## src/rtl/regfile_seq_ctrl.sv

```systemverilog
// regfile_seq_ctrl
//   Multi-cycle instruction sequencer that drives every port of an 8 x 8-bit
//   RegisterFile (one write port, two combinational read ports). It accepts
//   one 16-bit instruction at a time over a valid/ready handshake. It then
//   reads the operands, runs an 8-bit ALU operation and writes the result back.
//
//   Instruction word: [15:13] op, [12:10] rd, [9:7] rs1, [6:4] rs2,
//                     [7:0] imm (LOADI only)
//   Ops: 000 LOADI, 001 MOV, 010 ADD, 011 SUB, 100 AND, 101 OR, 110 XOR,
//        111 OUT
//
// Ports:
//   clk, rst_n                    clock / async active-low reset
//   instr, instr_valid            instruction source side
//   instr_ready                   high only while IDLE
//   rf_we, rf_write_addr/data     RegisterFile write port
//   rf_read_addr1/2               RegisterFile read addresses
//   rf_read_data1/2               RegisterFile read data (combinational)
//   out_data, out_valid           value emitted by OUT (one-cycle pulse)
//   zero_flag, carry_flag         flags from the last ADD/SUB/AND/OR/XOR
//   busy, done                    not IDLE / one-cycle retire pulse
//   instr_count                   retired instructions, wraps
module regfile_seq_ctrl #(
  parameter int CNT_W = 16
) (
  input  logic             clk,
  input  logic             rst_n,
  input  logic [15:0]      instr,
  input  logic             instr_valid,
  output logic             instr_ready,
  output logic             rf_we,
  output logic [2:0]       rf_write_addr,
  output logic [7:0]       rf_write_data,
  output logic [2:0]       rf_read_addr1,
  output logic [2:0]       rf_read_addr2,
  input  logic [7:0]       rf_read_data1,
  input  logic [7:0]       rf_read_data2,
  output logic [7:0]       out_data,
  output logic             out_valid,
  output logic             zero_flag,
  output logic             carry_flag,
  output logic             busy,
  output logic             done,
  output logic [CNT_W-1:0] instr_count
);

  typedef enum logic [1:0] {IDLE, READ, EXEC, WB} state_t;

  typedef enum logic [2:0] {
    OP_LOADI = 3'd0,
    OP_MOV   = 3'd1,
    OP_ADD   = 3'd2,
    OP_SUB   = 3'd3,
    OP_AND   = 3'd4,
    OP_OR    = 3'd5,
    OP_XOR   = 3'd6,
    OP_OUT   = 3'd7
  } op_t;

  state_t     state;
  op_t        op_q;
  logic [2:0] rd_q;
  logic [7:0] op_a;
  logic [7:0] op_b;
  logic [7:0] result_q;
  logic [8:0] alu_res;
  logic       flag_update;

  // rf_we is a pure decode of the state register, so an async reset in WB
  // kills the write strobe in the same timestep and no write can land.
  assign instr_ready   = (state == IDLE);
  assign busy          = (state != IDLE);
  assign rf_we         = (state == WB);
  assign rf_write_addr = rd_q;
  assign rf_write_data = result_q;

  // 9-bit ALU. For SUB, bit 8 of the wrapped difference is the borrow.
  always_comb begin
    alu_res     = {1'b0, op_a};
    flag_update = 1'b0;
    case (op_q)
      OP_ADD: begin
        alu_res     = {1'b0, op_a} + {1'b0, op_b};
        flag_update = 1'b1;
      end
      OP_SUB: begin
        alu_res     = {1'b0, op_a} - {1'b0, op_b};
        flag_update = 1'b1;
      end
      OP_AND: begin
        alu_res     = {1'b0, op_a & op_b};
        flag_update = 1'b1;
      end
      OP_OR: begin
        alu_res     = {1'b0, op_a | op_b};
        flag_update = 1'b1;
      end
      OP_XOR: begin
        alu_res     = {1'b0, op_a ^ op_b};
        flag_update = 1'b1;
      end
      default: begin
        alu_res     = {1'b0, op_a};
        flag_update = 1'b0;
      end
    endcase
  end

  always_ff @(posedge clk or negedge rst_n) begin
    if (!rst_n) begin
      state         <= IDLE;
      op_q          <= OP_LOADI;
      rd_q          <= 3'd0;
      op_a          <= 8'd0;
      op_b          <= 8'd0;
      result_q      <= 8'd0;
      rf_read_addr1 <= 3'd0;
      rf_read_addr2 <= 3'd0;
      out_data      <= 8'd0;
      out_valid     <= 1'b0;
      zero_flag     <= 1'b0;
      carry_flag    <= 1'b0;
      done          <= 1'b0;
      instr_count   <= '0;
    end else begin
      done      <= 1'b0;
      out_valid <= 1'b0;
      case (state)
        IDLE: begin
          if (instr_valid) begin
            op_q <= op_t'(instr[15:13]);
            rd_q <= instr[12:10];
            if (op_t'(instr[15:13]) == OP_LOADI) begin
              result_q <= instr[7:0];
              state    <= WB;
            end else begin
              // Read addresses are set here so they are stable for all of READ,
              // and they keep this value until the next non-LOADI accept.
              rf_read_addr1 <= instr[9:7];
              rf_read_addr2 <= instr[6:4];
              state         <= READ;
            end
          end
        end
        READ: begin
          op_a  <= rf_read_data1;
          op_b  <= rf_read_data2;
          state <= EXEC;
        end
        EXEC: begin
          if (op_q == OP_OUT) begin
            out_data    <= op_a;
            out_valid   <= 1'b1;
            done        <= 1'b1;
            instr_count <= instr_count + CNT_W'(1);
            state       <= IDLE;
          end else begin
            result_q <= alu_res[7:0];
            if (flag_update) begin
              zero_flag  <= (alu_res[7:0] == 8'd0);
              carry_flag <= alu_res[8];
            end
            state <= WB;
          end
        end
        WB: begin
          done        <= 1'b1;
          instr_count <= instr_count + CNT_W'(1);
          state       <= IDLE;
        end
        default: state <= IDLE;
      endcase
    end
  end

endmodule

```

## config.mk

```make
export PLATFORM = sky130hd
export DESIGN_NAME = regfile_seq_ctrl
export DESIGN_NICKNAME = d
export VERILOG_FILES = /design/src/rtl/regfile_seq_ctrl.sv
export SDC_FILE = /design/constraint.sdc
export NUM_CORES = 1
export LEC_CHECK = 0
export BUFFER_PORTS_ARGS = -buffer_cell sky130_fd_sc_hd__buf_2
export CORE_MARGIN = 2
export CORE_UTILIZATION = 55
export CTS_CLUSTER_DIAMETER = 100
export DETAILED_ROUTE_END_ITERATION = 16
export PLACE_DENSITY_LB_ADDON = 0.1
export SLEW_MARGIN = 20
export SYNTH_ARGS = -nofsm -noshare
export SYNTH_HDL_FRONTEND = slang
export SYNTH_SLANG_ARGS = --single-unit
```

## constraint.sdc

```tcl
create_clock -name clk -period 4.4 [get_ports clk]
set_input_delay 0.66 -clock clk [delete_from_list [all_inputs] [get_ports clk]]
set_output_delay 0.66 -clock clk [all_outputs]
set_load 0.02 [all_outputs]
```

-- Yosys cells after proc, flatten, opt, wreduce, memory -nomap -nowiden
Cells that the tools add are included.
- latch bits: 0
- bits in writable memories: 0
- ROM bits: 0
- memories kept: 0
- output and inout port bits: 48
- word-level logic and storage cells: 63
- input bits: 35
- register bits after elaboration: 66
- divide/modulo/power cells: 0
- bitwise logic cells: 5
- add/sub/neg operators: 3
- magnitude comparators: 0
- reduce and logical (&&, ||, !) cells: 13
- multiply operators: 0
- equal/unequal tests: 13
- muxes and demuxes: 15
- shift operators: 0
- operators by type and width (cell ; count):
    $pmux W9 S5 ; 1
    $pmux W16 S2 ; 1
    $mux W8 ; 3
    $add A16 B1 Y16 const B ; 1
    $mux W16 ; 1
    $pmux W8 S2 ; 1
    $eq A3 B3 Y1 const B ; 4
    $add A8 B8 Y9 ; 1
    $sub A8 B8 Y9 ; 1
    $and A8 B8 Y8 ; 1
    $logic_not A8 Y1 ; 1
    $or A8 B8 Y8 ; 1
    $pmux W2 S4 ; 1
    $xor A8 B8 Y8 ; 1
    $eq A3 B2 Y1 const B ; 2
    $mux W2 ; 3
    $ne A2 B2 Y1 const B ; 3
    $reduce_and A2 Y1 ; 3
    $reduce_and A3 Y1 ; 2
    $reduce_bool A2 Y1 ; 3
    $reduce_or A5 Y1 ; 1
    $eq A2 B2 Y1 const B ; 2
    $reduce_and A4 Y1 ; 1
    $logic_not A3 Y1 ; 1
    6 further kinds ; 9

-- Depth between registers and ports, before layout
Gate-level depths: netlist of run 1.
- word-level depth: 4
- gate-level depth with buffers: 13
- gate-level depth less buffers: 12

-- Worst setup path before layout of run 1
OpenSTA, ideal clock, no wires.
- path kind: register to register
- start point: register op_q[2]
- end point: register zero_flag
- slack: 1.348 ns
- required time: 4.308 ns
- data arrival time: 2.960 ns
- cell stages (with the launch flop): 13
- period minus slack after synthesis: 3.052 ns
- setup time: 0.092 ns
- buffers on the path: 2
- cells stage by stage: dfrtp_1 buf_2 buf_2 nor2b_1 nand2_1 mux2i_1 fa_1 a211o_1 a311oi_2 nor4_1 nor3b_2 nand3_1 o31ai_2
- cells in the longest elaborated chain, start to end: 4
- elaborated cells between the ends (all ways): 12
- those cells by class: eq/ne (6); mux (2); bitwise (1); reduce/logical (3)
- RTL lines (item ; line ; source):
    start, declared ; 61 ; op_t op_q;
    start signal, assigned ; 131 ; op_q <= op_t'(instr[15:13]);
    $eq A3 B3 Y1 / $eq A3 B2 Y1 (equally long branches) ; 81 ; case (op_q)
    $reduce_or A5 Y1 (no source line) ; - ;
    $mux W1 ; 81 ;
    $reduce_and A3 Y1 (no source line) ; - ;
    end signal, assigned ; 160 ; zero_flag <= (alu_res[7:0] == 8'd0);
    end, declared ; 40 ; output logic zero_flag,
Several ways; a longest one is shown, not always the timed one.
A chain may end at the register's enable or synchronous reset.

-- Final worst setup path of run 1
Same ends and word-level chain as after synthesis.

==> metrics, run 1 <==
postcts setup bufs=0; initial antenna violation count=0; post-synth top area share=43.7%; Reg power frac=27.3%; Die W=86.9 um; I/O pins=83; Pwr Total=3890 uW; worst path required time=4660 ps; CTS max path bufs=2; TNS Setup=0 ps; WL final=8.31 mm; crit path cell chain=nor2b_1 > nand2_1 > mux2i_1 > fa_1 > a211o_1 > a311oi_2 > nor4_1 > nor3b_2 > nand3_1 > o31ai_2; Synth top cells by count=dfrtp_1 (66), nand2_1 (47), o21ai_0 (30); global-route wire length before repair=13.9 mm; dpl cells=530; P_leak=0.00218 uW; post-layout min period=3170 ps; Worst-Margin Slew=913 ps; flops & latches, synth=66; Max Slew Vio Count=0; CP arrival=3420 ps; first drt pass iteration count=4; final worst-path cycle share=72.0%; H-Tree Depth=3; CTS clk-pin slew, worst paths=70 ps; CP endpoint kind=flip-flop; pin count of the biggest net entering global routing=37; CTS tree=done; port bufs=82; Placer Congestion=0.908; syn_nets=440; cell at the root of the clock tree=clkbuf_8; synth warn=0; P_sw=1830 uW; via count=2994; pwr dens=878 nW/um^2; vias in the first global route=2944; Total GRT Usage=23.6%; Mapped Cells=378; cell family contributing the most delay on the critical path=simple AND/OR/NAND/NOR gates; Post-synth EDFFs=0; clock sinks=66; non-filler cells, final=545; CP max stage cell=fa_1; Setup violations, final=0; CP Launch Type=flip-flop; FP Rows=30; cell taking the most area after synthesis=dfrtp_1; RSZ-0062 raised after global routing=false; syn avg cell area=10.0 sq um; Int Pwr=2060 uW; cts hold-fix bufs=0; fin nets=523; Area contributors post-synth=dfrtp_1 (44%), ha_1 (8.6%), mux2_2 (7.1%); Synth cell types=48; vias per cell=5.49; layout cell share with drive strength beyond 1=29.0%; status=finished clean; antenna fix cells=0; Clock Power Share=11.4%; core area=6720 sq um; Max-slew headroom=39.0%; Bufs and invs on worst path=0; drt wl/cell=15.2 um; post-synthesis sequential area ratio=43.7%; DR iter-0 viols=105; Skew-Pair Late Insertion Delay=350 ps; critical path class=reg -> reg; Async S/R FF share, synth=100%; CTS buffer count=9; combinational power share=61.3%; multi-input logic area=1980 sq um; FILL cells=576; count leader, synth=dfrtp_1; die area=7560 sq um; initial core utilization=56.3%; grt total ovfl=0; Post-route DRC=0; hpwl dp=6.25 mm; cells resized by post-CTS repair=0; Worst Skew=10.3 ps; Sw Share=47.0%; Reg area=1650 sq um; ys flop type=dfrtp_1; DRT antenna net count=0; maximum vdd drop=397 uV; Syn-to-layout area delta=17.1%; Max Cap Viol=0; max incr delay on CP=460 ps; CP Max Fanout=6; reg2reg setup slack=1230 ps; Die Y-Extent=86.9 um; final hold violation count=0; Max Freq=316 MHz; Hold Crit Class=in -> async; mapped cell area=3780 sq um
-- per-layer routing --
layer  global-route usage (%)  vias up  share of wire [%]
met5                        0        -                  0
met4                     8.81        0                1.3
met3                     4.45       11                4.5
met2                     37.4       68                 48
met1                     32.2     1426                 46
li1                         -     1489                  -
-- cells in the final DEF (no fill, tap or decap), types with 2 or more instances in the layout --
cell and count:
a21o_1 2, a21oi_1 16, and2_1 2, and3_1 7, buf_2 82, buf_4 4
clkbuf_8 10, clkinv_2 3, dfrtp_1 66, ha_1 26, inv_1 23, mux2_2 24
mux2i_1 4, mux4_2 3, nand2_1 47, nand2b_1 7, nand3_1 11, nor2_1 18
nor2b_1 4, nor3_1 7, nor3b_1 3, o211ai_1 8, o21a_1 4, o21ai_0 30
o22ai_1 2, o31ai_1 4, or2_2 2, xnor2_1 16, xor2_1 8
-- cells by family (layout without fill, tap and decap cells) --
| family | after synthesis | after routing | synth area share (%) |
|---|---|---|---|
| XOR/XNOR | 24 | 24 | 5.56 |
| flip-flops | 66 | 66 | 43.7 |
| AO/OA/AOI/OAI | 78 | 78 | 13.0 |
| buffers and inverters | 37 | 124 | 4.17 |
| adder cells (fa/ha/maj) | 27 | 27 | 9.13 |
| multiplexers | 31 | 31 | 9.99 |
| AND/OR/NAND/NOR | 115 | 115 | 14.5 |
-- sequential cells by signal, indices dropped and copies added, names as in the netlist --
register	count
instr_count	16
op_a	8
op_b	8
out_data	8
rf_write_data	8
op_q	3
rf_read_addr1	3
rf_read_addr2	3
rf_write_addr	3
state	2
carry_flag	1
done	1
out_valid	1
zero_flag	1
-- power groups by stage --
stage	Clock, uW	Combinational [uW]	Sequential [uW]
final	442	2380	1060
after floorplan	0	1640	1210
after detailed placement	0	2370	1070
after CTS	453	2390	1060
after global placement	0	2310	1060
after global routing	482	2660	1100
-- through the flow --
stage | area (sq um) | utilization, % | hold slack, ps | setup slack [ps]
6_report | 4430 | 65.9 | 364 | 1230
3_3_place_gp | 4250 | 63.3 | 457 | 1380
5_1_grt | 4430 | 65.9 | 426 | 1040
4_1_cts | 4420 | 65.8 | 390 | 1240
2_1_floorplan | 3780 | - | 364 | 1350
3_5_place_dp | 4250 | 63.3 | 463 | 1260
-- final timing paths --
path,from,to,cells past startpoint
max,op_q[2]$_DFFE_PN0P_,zero_flag$_DFFE_PN0P_,10
min,rst_n,op_b[6]$_DFFE_PN0P_,1
max reg2reg,op_q[2]$_DFFE_PN0P_,zero_flag$_DFFE_PN0P_,10
min reg2reg,instr_count[15]$_DFFE_PN0P_,instr_count[15]$_DFFE_PN0P_,1
max in group asynchronous,rst_n,state[1]$_DFFE_PN0P_,2
min in group clk,instr_count[15]$_DFFE_PN0P_,instr_count[15]$_DFFE_PN0P_,1
-- worst reg2reg max path: cells and delay by family (launching register included) --
family,cells,cell delay (ps)
AND/OR/NAND/NOR,5,1130
AO/OA/AOI/OAI,3,900
adder cells (fa/ha/maj),1,460
flip-flops,1,380
multiplexers,1,220
-- cell type report --
class / instances / share of cell area, %
multi-input cells: 275 / 44.7
repair buffers: 86 / 9.95
flip-flops and latches: 66 / 37.3
inverters: 23 / 1.95
clock inverters: 5 / 0.706
well taps: 80 / 2.26
clock buffers: 10 / 3.11
Power figures use the tool's default switching activity.
==> run 2: changes to the inputs <==
--- a/config.mk
+++ b/config.mk
@@ -7,7 +7,7 @@
 export LEC_CHECK = 0
 export BUFFER_PORTS_ARGS = -buffer_cell sky130_fd_sc_hd__buf_2
 export CORE_MARGIN = 2
-export CORE_UTILIZATION = 55
+export CORE_UTILIZATION = 49
 export CTS_CLUSTER_DIAMETER = 100
 export DETAILED_ROUTE_END_ITERATION = 16
 export PLACE_DENSITY_LB_ADDON = 0.1
==> constraint.sdc (replaced) <==
create_clock -name clk -period 2.6 [get_ports clk]
set_input_delay 0.39 -clock clk [delete_from_list [all_inputs] [get_ports clk]]
set_output_delay 0.39 -clock clk [all_outputs]
set_load 0.02 [all_outputs]
==> run 2 against run 1 <==
Design area rose by 7.6%. Die area rose by 12%. Maximum frequency rose by 23%. Clock skew fell by 1.3 ps. Worst hold slack got worse by 350 ps. Sequential cell count did not move. Combinational power rose by 95%. Critical endpoint unchanged. Highest routed layer unchanged.
==> metrics, run 2 (synthesized netlist as in run 1, its figures left out) <==
dpl ws=18.2 ps (-1240 ps); reg2reg path depth=11 (+1); CTS max path bufs=2 (unchanged); Worst Setup SP=op_b[1]$_DFFE_PN0P_; die area=8440 sq um (+12%); Max-slew headroom=62.1% (+23 points); clock sinks=66 (unchanged); Syn-to-layout area delta=25.9%; CP Launch Type=flip-flop; WL met2=3.68 mm (-7.8%); non-filler cells, final=593 (+8.8%); vias in the first global route=2828 (-3.9%); FF-to-FF Start=op_b[1]$_DFFE_PN0P_; cell at the root of the clock tree=clkbuf_8; reg2reg setup slack=20 ps (-1220 ps); Max Freq=387 MHz (+23%); I/O pins=83 (unchanged); worst flop-to-flop path endpoint=zero_flag$_DFFE_PN0P_; global-route wire length before repair=13.9 mm (-0.40%); antenna fix cells=0 (unchanged); hpwl dp=6.48 mm (+3.6%); final hold violation count=0 (unchanged); Skew-Pair Late Insertion Delay=350 ps (about the same); Worst-Margin Slew=566 ps (-347 ps); Pwr Total=7300 uW (+88%); WL final=8.52 mm (+2.6%); RSZ-0062 raised after global routing=true; dpl cells=573 (+8.1%); WL met1=4.27 mm (+11%); Setup crit end=zero_flag$_DFFE_PN0P_; max reg flops=16 (unchanged); cts hold-fix bufs=0 (unchanged); Post-route DRC=0 (unchanged); CP arrival=2840 ps (-580 ps); grt total ovfl=0 (unchanged); DR iter-0 viols=127 (+21%); Max Cap Viol=0 (unchanged); pin count of the biggest net entering global routing=33 (-11%); DRT antenna net count=0 (unchanged); Worst Skew=9.04 ps (-1.26 ps); Placer Congestion=0.857 (-5.6%); top sig layer=met4; Die W=91.9 um (+5.7%); CP Max Fanout=3 (-3); worst path required time=2860 ps (-1800 ps); status=finished clean; P_leak=0.00233 uW (+6.9%); Max Slew Vio Count=0 (unchanged); drt wl/cell=14.4 um (-5.7%); H-Tree Depth=3 (unchanged); CTS clk-pin slew, worst paths=70 ps (about the same); Fin Hold WS=16.9 ps (-347 ps); fin nets=548 (+4.8%); Total GRT Usage=20.9% (-2.6 points); port bufs=82 (unchanged); Die Y-Extent=91.9 um (+5.7%); first drt pass iteration count=4 (unchanged); post-layout min period=2580 ps (-585 ps); TNS Setup=0 ps (unchanged); most frequent cells in the layout=buf_2 (82), dfrtp_1 (65), nand2_1 (46), o21ai_0 (30), buf_4 (26); initial core utilization=49.7% (-6.6 points); met3 WL=430 um (+14%); vias per cell=5.20 (-5.4%); core area=7610 sq um (+13%); CTS buffer count=9 (unchanged); Setup violations, final=0 (unchanged); FP Rows=32 (+6.7%); final worst-path cycle share=99.3% (+27 points); critical path class=reg -> reg; pwr dens=1530 nW/um^2 (+74%); CP endpoint kind=flip-flop; CTS tree=done; via count=3083 (+3.0%); layout cell share with drive strength beyond 1=35.6% (+6.6 points); commonest non-fill, non-tap cell in the layout=buf_2; setup ws final=18.3 ps (-1220 ps); Top reg by flops=instr_count; initial antenna violation count=0 (unchanged); maximum vdd drop=681 uV (+71%); Hold Crit Class=in -> async
==> run 2: changes by cell type in the layout (fill, tap and decap cells not counted), moves of 2 or more <==
cell / before / now
buf_4: 4 / 26
inv_1: 23 / 20
inv_2: 0 / 3
buf_6: 0 / 2
clkinv_2: 3 / 1
clkinvlp_4: 1 / 3
o31ai_1: 4 / 2
o31ai_2: 1 / 3
==> run 2: layout make-up <==
class | instances | area (sq um)
multi-input cells | 275 | 2040
inverters | 23 | 86.3
well taps | 102 | 128
fillers | 699 | 2840
clock buffers | 10 | 138
flip-flops and latches | 66 | 1650
repair buffers | 111 | 648
clock inverters | 6 | 66.3
==> run 2: how the worst min path moves through the flow <==
stage,startpoint,endpoint,slack (ps),cells after the start
2_1_floorplan,rst_n,carry_flag$_DFFE_PN0P_,90,0
3_3_place_gp,rst_n,rf_read_addr1[0]$_DFFE_PN0P_,400,1
3_5_place_dp,rst_n,rf_write_data[6]$_DFFE_PN0P_,410,1
4_1_cts,rst_n,out_data[0]$_DFFE_PN0P_,30,1
5_1_grt,rst_n,op_b[7]$_DFFE_PN0P_,70,1
6_report,rst_n,rf_write_data[6]$_DFFE_PN0P_,20,1
==> run 2: repair_timing <==
action,CTS,global route
pin swaps,1,7
endpoints found under the setup margin,1,4
resized for setup,0,15
setup buffers,0,4
==> run 2: worst max-delay path, stage by stage (launching register included) <==
cell and delay (ps):
dfrtp_1 400, inv_2 70, ha_4 170, a21oi_2 130
xnor2_1 150, ha_1 270, a211o_1 350, a311oi_4 310
nor4_2 100, nor3b_2 240, nand3_1 110, o31ai_2 210
==> run 2: routing by layer <==
layer	global-route usage, %	up-vias
li1	-	1538
met1	31.3	1452
met2	30.3	83
met3	3.62	10
met4	8.21	0
met5	0	-
==> run 2: report_power, final <==
part	leakage (uW)	internal, uW	total, uW	switching [uW]
sequential	0.000822	1450	1790	340
clock	0.0000945	468	874	406
combinational	0.00141	2110	4630	2520
==> run 2: through the flow <==
step | utilization [%] | instance area (sq um)
after CTS | 61.4 | 4670
final | 62.6 | 4760
after global routing | 62.6 | 4760
after global placement | 58.8 | 4470
after floorplan | - | 3820
after detailed placement | 58.8 | 4470
